`src/rtl/sram_arbiter.sv`:
```
// sram_arbiter
// Shares one SRAM controller between three requesters: video fetch (reads),
// pen/draw (writes) and an internal full-memory erase sequencer. Priority is
// fixed video > pen > erase and exactly one SRAM operation is in flight.
// Every output is driven straight from a flop.

module sram_arbiter #(
  parameter int unsigned       ADDR_W     = 18,
  parameter int unsigned       DATA_W     = 16,
  parameter logic [ADDR_W-1:0] ERASE_LAST = 18'h3FFFF,
  parameter logic [DATA_W-1:0] ERASE_DATA = 16'h0000
) (
  input  logic              clk,
  input  logic              reset,
  // video fetch path
  input  logic              vid_req,
  input  logic [ADDR_W-1:0] vid_addr,
  output logic              vid_ack,
  output logic [DATA_W-1:0] vid_data,
  // pen / draw path
  input  logic              pen_req,
  input  logic [ADDR_W-1:0] pen_addr,
  input  logic [DATA_W-1:0] pen_data,
  output logic              pen_ack,
  // erase sequencer control
  input  logic              erase_start,
  output logic              erase_busy,
  output logic              erase_done,
  // sram controller side
  output logic [ADDR_W-1:0] address,
  output logic [DATA_W-1:0] data_write,
  output logic              read,
  output logic              write,
  input  logic              ready,
  input  logic [DATA_W-1:0] data_read,
  // debug
  output logic [1:0]        state_dbg
);

  typedef enum logic [1:0] {
    ST_IDLE     = 2'd0,
    ST_STROBE   = 2'd1,
    ST_ACCEPT   = 2'd2,
    ST_COMPLETE = 2'd3
  } state_t;

  typedef enum logic [1:0] {
    OWN_NONE  = 2'd0,
    OWN_VID   = 2'd1,
    OWN_PEN   = 2'd2,
    OWN_ERASE = 2'd3
  } owner_t;

  // FSM and ownership
  state_t              state_q, state_d;
  owner_t              owner_q, owner_d;
  // Set for the single cycle right after a completion. Requesters only see
  // their ack in that cycle and still hold their request, so arbitration is
  // held off for it; this is the dead cycle between operations.
  logic                gap_q, gap_d;

  // Registered SRAM bus
  logic [ADDR_W-1:0]   address_q, address_d;
  logic [DATA_W-1:0]   data_write_q, data_write_d;
  logic                read_q, read_d;
  logic                write_q, write_d;

  // Registered requester responses
  logic                vid_ack_q, vid_ack_d;
  logic [DATA_W-1:0]   vid_data_q, vid_data_d;
  logic                pen_ack_q, pen_ack_d;

  // Erase sequencer
  logic                erase_busy_q, erase_busy_d;
  logic                erase_done_q, erase_done_d;
  logic [ADDR_W-1:0]   erase_addr_q, erase_addr_d;

  // Arbitration result
  owner_t              win_owner_s;
  logic [ADDR_W-1:0]   win_addr_s;
  logic [DATA_W-1:0]   win_data_s;

  // Fixed-priority pick among the pending requesters (video > pen > erase).
  always_comb begin
    win_owner_s = OWN_NONE;
    win_addr_s  = address_q;
    win_data_s  = data_write_q;
    if (vid_req) begin
      win_owner_s = OWN_VID;
      win_addr_s  = vid_addr;
      win_data_s  = data_write_q;
    end else if (pen_req) begin
      win_owner_s = OWN_PEN;
      win_addr_s  = pen_addr;
      win_data_s  = pen_data;
    end else if (erase_busy_q) begin
      win_owner_s = OWN_ERASE;
      win_addr_s  = erase_addr_q;
      win_data_s  = ERASE_DATA;
    end else begin
      win_owner_s = OWN_NONE;
      win_addr_s  = address_q;
      win_data_s  = data_write_q;
    end
  end

  // Next-state, bus latching, completion handling and erase bookkeeping.
  always_comb begin
    state_d      = state_q;
    owner_d      = owner_q;
    gap_d        = 1'b0;
    address_d    = address_q;
    data_write_d = data_write_q;
    read_d       = 1'b0;
    write_d      = 1'b0;
    vid_ack_d    = 1'b0;
    vid_data_d   = vid_data_q;
    pen_ack_d    = 1'b0;
    erase_done_d = 1'b0;
    erase_busy_d = erase_busy_q;
    erase_addr_d = erase_addr_q;

    // A start is only honoured while no sweep is running. It cannot collide
    // with an erase completion below, since that needs erase_busy_q set.
    if (erase_start && !erase_busy_q) begin
      erase_busy_d = 1'b1;
      erase_addr_d = {ADDR_W{1'b0}};
    end else begin
      erase_busy_d = erase_busy_q;
      erase_addr_d = erase_addr_q;
    end

    case (state_q)
      ST_IDLE: begin
        if (ready && !gap_q && (win_owner_s != OWN_NONE)) begin
          state_d      = ST_STROBE;
          owner_d      = win_owner_s;
          address_d    = win_addr_s;
          data_write_d = win_data_s;
          // Strobe flop is loaded here so it is high exactly in STROBE.
          read_d       = (win_owner_s == OWN_VID);
          write_d      = (win_owner_s == OWN_PEN) || (win_owner_s == OWN_ERASE);
        end else begin
          state_d = ST_IDLE;
        end
      end

      ST_STROBE: begin
        state_d = ST_ACCEPT;
      end

      ST_ACCEPT: begin
        // Controller acknowledges the strobe by dropping ready.
        if (!ready) begin
          state_d = ST_COMPLETE;
        end else begin
          state_d = ST_ACCEPT;
        end
      end

      ST_COMPLETE: begin
        if (ready) begin
          state_d = ST_IDLE;
          owner_d = OWN_NONE;
          gap_d   = 1'b1;
          case (owner_q)
            OWN_VID: begin
              vid_data_d = data_read;
              vid_ack_d  = 1'b1;
            end
            OWN_PEN: begin
              pen_ack_d = 1'b1;
            end
            OWN_ERASE: begin
              erase_addr_d = erase_addr_q + {{(ADDR_W-1){1'b0}}, 1'b1};
              if (erase_addr_q == ERASE_LAST) begin
                erase_busy_d = 1'b0;
                erase_done_d = 1'b1;
              end else begin
                erase_busy_d = erase_busy_q;
                erase_done_d = 1'b0;
              end
            end
            default: begin
              owner_d = OWN_NONE;
            end
          endcase
        end else begin
          state_d = ST_COMPLETE;
        end
      end

      default: begin
        state_d = ST_IDLE;
        owner_d = OWN_NONE;
      end
    endcase
  end

  // State and output registers; reset drops any in-flight owner without ack.
  always_ff @(posedge clk) begin
    if (reset) begin
      state_q      <= ST_IDLE;
      owner_q      <= OWN_NONE;
      gap_q        <= 1'b0;
      address_q    <= {ADDR_W{1'b0}};
      data_write_q <= {DATA_W{1'b0}};
      read_q       <= 1'b0;
      write_q      <= 1'b0;
      vid_ack_q    <= 1'b0;
      vid_data_q   <= {DATA_W{1'b0}};
      pen_ack_q    <= 1'b0;
      erase_busy_q <= 1'b0;
      erase_done_q <= 1'b0;
      erase_addr_q <= {ADDR_W{1'b0}};
    end else begin
      state_q      <= state_d;
      owner_q      <= owner_d;
      gap_q        <= gap_d;
      address_q    <= address_d;
      data_write_q <= data_write_d;
      read_q       <= read_d;
      write_q      <= write_d;
      vid_ack_q    <= vid_ack_d;
      vid_data_q   <= vid_data_d;
      pen_ack_q    <= pen_ack_d;
      erase_busy_q <= erase_busy_d;
      erase_done_q <= erase_done_d;
      erase_addr_q <= erase_addr_d;
    end
  end

  assign address    = address_q;
  assign data_write = data_write_q;
  assign read       = read_q;
  assign write      = write_q;
  assign vid_ack    = vid_ack_q;
  assign vid_data   = vid_data_q;
  assign pen_ack    = pen_ack_q;
  assign erase_busy = erase_busy_q;
  assign erase_done = erase_done_q;
  assign state_dbg  = state_q;

endmodule

```
`config.mk`:
```
export PLATFORM = sky130hd
export DESIGN_NAME = sram_arbiter
export DESIGN_NICKNAME = d
export VERILOG_FILES = /design/src/rtl/sram_arbiter.sv
export SDC_FILE = /design/constraint.sdc
export NUM_CORES = 1
export LEC_CHECK = 0
export CAP_MARGIN = 40
export CORE_ASPECT_RATIO = 1.1
export CORE_MARGIN = 2
export CORE_UTILIZATION = 40
export DETAILED_ROUTE_END_ITERATION = 8
export MAX_ROUTING_LAYER = met4
export PLACE_DENSITY_LB_ADDON = 0.15
export SLEW_MARGIN = 15
export SYNTH_ARGS = -nofsm -noshare
export SYNTH_HDL_FRONTEND = slang
export SYNTH_SLANG_ARGS = --single-unit
```
`constraint.sdc`:
```
create_clock -name clk -period 2.15 [get_ports clk]
set_clock_uncertainty 0.05 [all_clocks]
set_input_delay 0.43 -clock clk [delete_from_list [all_inputs] [get_ports clk]]
set_output_delay 0.43 -clock clk [all_outputs]
set_load 0.05 [all_outputs]
```
==> run_results.csv, run 1 <==
group,metric,value,unit
global_route,grt_pass1_wl,15.2,mm
floorplanning,core.rowCount,35,
floorplanning,initial_core_util,40.7,%
cells_and_area,fin_nets,596,
clocking,cts_resized,0,
setup_path,cp_data_required_time,1670,ps
setup_path,path_class,"reg -> out",
yosys,synth-compound-area-share,15.0,%
pwr,p_per_area,651,nW/um2
route,wl_per_cell,14.4,um
global_route,antenna_found_initial,0,
yosys,synth_top_family_by_area,"simple AND/OR/NAND/NOR gates",
yosys,synthMuxAreaShare,11.5,%
setup_path,crit_family,"buffers and inverters",
yosys,syn_inst,376,
route,via_per_inst,5.11,
yosys,synth_edf_count,0,
cells_and_area,final_common_cell,"clkdlybuf4s50_1",
floorplanning,die_h,100,um
route,drtIter0Drc,117,
cells_and_area,n_antenna_cell,0,
route,vias,3257,
global_route,use_met1,27.8,%
cells_and_area,drive_gt1_share,9.70,%
sta,drv_slew,0,
sta,finalCriticalPeriod,2000,ps
sta,setup_violations,0,
run,cap_violations,0,
yosys,synthAdderAreaFrac,0.370,%
yosys,seq_area_frac_synth,46.7,%
setup_path,crit_arrival,1520,ps
clocking,cts_buffer_depth,2,
global_route,grt-busiest-layer,"met2",
pwr,fin_total_pwr,3.37,mW
yosys,avgSynthCellArea,9.00,um2
status,status,"finished, final reports clean",
pwr,ir_drop,0.372,mV
yosys,synth_fp_nets,451,
route,drt_first_pass_iters,5,
clocking,htreeDepth,3,
pwr,p_leak,1.97,nW
placement,gp_congestion,0.837,
global_route,grt_pass1_vias,3117,
yosys,ys.flop_type,"dfxtp_1",
sta,slew_headroom,64.3,%
global_route,grt_use_met3,2.99,%
sta,hold-worst-slack,369,ps
clocking,clkTransAtPathRegs,90,ps
yosys,yosys_warnings,0,
setup_path,critPathMaxFanout,2,
yosys,ys_ff_latch,79,
sta,rsz0062_at_grt,"false",
yosys,synth_cell_types,45,
route,drc_errors,0,
sta,finalHoldViolCount,0,
sta,fin_crit_sh,93.0,%
setup_path,worst-path-buf-inv,1,
global_route,grtUsageMet2,32.4,%
clocking,cts_sinks,79,
clocking,tritoncts.num_buffers,9,
placement,dp_hpwl,6.68,mm
setup_path,cpPeakStageDelay,810,ps
clocking,cts_tree,"done",
yosys,syn-cell-area,3380,um2
sta,tightest_slew,534,ps
placement,portBuffers,131,
yosys,async_flop_share,0,%
clocking,clockRootBuffer,"clkbuf_8",
floorplanning,die_w,91.7,um
cells_and_area,area_growth,53.0,%
worst_hold_path,holdCritPathClass,"in -> reg",
yosys,synth-simple-area-share,21.4,%
floorplanning,io_pins,132,
yosys,synth-xor-area-share,1.29,%
global_route,grt_start_max_net_pins,22,
floorplanning,die_area,9210,um2
placement,dp.cells,621,
sta,fmax,0.500,GHz
cells_and_area,fillerInstances,742,
route,wl,9.17,mm
setup_path,cp_cell_sequence,"clkdlybuf4s50_1",
global_route,grt.overflow.total,0,
setup_path,worstSetupEndpointType,"output port",
clocking,clk_latency,360,ps
setup_path,crit_slowest_cell,"clkdlybuf4s50_1",
clocking,post_cts_buffers,0,
cells_and_area,layoutNonFillerInstCount,637,
route,ant_nets,0,
floorplanning,core-area,8320,um2
clocking,cts_hold_buffers,0,
cells_and_area,final_cell_mix,"clkdlybuf4s50_1, dfxtp_1, nand2_1",
setup_path,crit_path_start_kind,"flip-flop",
sta,finalSetupTns,0,ps
global_route,grt_usage,21.1,%
## per-layer routing
layer / vias to the layer above / part of all wire [%]
met2: 99 / 46
met5: - / 0
met4: 0 / 2.3
met3: 17 / 4.6
met1: 1514 / 47
li1: 1627 / -
## flip-flops by register name (all words and copies together), names as in the netlist, 2 cells and up
name,count
address,18
erase_addr_q,18
data_write,16
vid_data,16
owner_q,2
state_dbg,2
## kinds of logic after synthesis
kind of cell / Yosys count
flip-flops: 79
multiplexers: 39
XOR/XNOR: 5
AND/OR/NAND/NOR: 146
adder cells (fa/ha/maj): 1
buffers and inverters: 26
AO/OA/AOI/OAI: 80
## path summary, 6_finish.rpt
kind / startpoint / to / slack, ps / depth (start not counted)
max: address[3]$_SDFFE_PP0P_ / address[3] / 150 / 1
min reg2reg: vid_data[4]$_SDFFE_PP0P_ / vid_data[4]$_SDFFE_PP0P_ / 410 / 2
max reg2reg: state_dbg[1]$_SDFF_PP0_ / erase_addr_q[14]$_SDFF_PP0_ / 250 / 6
min: reset / address[14]$_SDFFE_PP0P_ / 370 / 2
## cells in the mapped netlist (all sizes together), types with 2 or more instances
library cell	n	area [um2]
a31oi	2	12.5
mux2i	39	390
dfxtp	79	1580
nor4	4	25.0
nor3	8	40.0
and3	6	38.8
buf	8	55.1
o311ai	4	35.0
xor2	2	17.5
or2	2	12.5
o21ai	20	104
nand4	5	52.6
a22o	16	140
inv	6	22.5
and4	2	17.5
nor2	31	116
or4	4	30.0
o211ai	2	15.0
xnor2	3	26.3
nand3	12	60.1
or3	2	12.5
nand2	64	248
a21oi	30	150
clkbuf	11	41.3
## layout make-up
type | instances | area [um2] | share of cell area (%)
clock buffer | 9 | 124 | 2.39
inverter | 7 | 26.3 | 0.507
sequential | 79 | 1580 | 30.5
multi-input combinational | 271 | 1680 | 32.4
timing repair buffer | 153 | 1530 | 29.5
tap | 111 | 139 | 2.68
clock inverter | 7 | 103 | 1.98
## power by group
group	internal, mW	leakage (nW)	switching (mW)
Clock	0.672	0.117	0.584
Sequential	1.50	0.640	0.0325
Combinational	0.282	1.21	0.300
Total	2.46	1.97	0.916
## stage by stage
stage | instance area [um2] | utilization, % | setup WS (ps)
after floorplan | 3380 | - | 172
after global placement | 4950 | 59.5 | -144
after detailed placement | 4950 | 59.5 | -176
after CTS | 5180 | 62.3 | 124
after global routing | 5180 | 62.3 | 16.0
final | 5180 | 62.3 | 150
(Power assumes the default switching activity.)
==> run 2, diff against run 1 <==
--- a/config.mk
+++ b/config.mk
@@ -9,6 +9,7 @@
 export CORE_ASPECT_RATIO = 1.1
 export CORE_MARGIN = 2
 export CORE_UTILIZATION = 40
+export CTS_CLUSTER_SIZE = 8
 export DETAILED_ROUTE_END_ITERATION = 8
 export MAX_ROUTING_LAYER = met4
 export PLACE_DENSITY_LB_ADDON = 0.15
==> results of run 2 <==
Same layout as run 1: the final DEF is identical, and so are final timing and power.
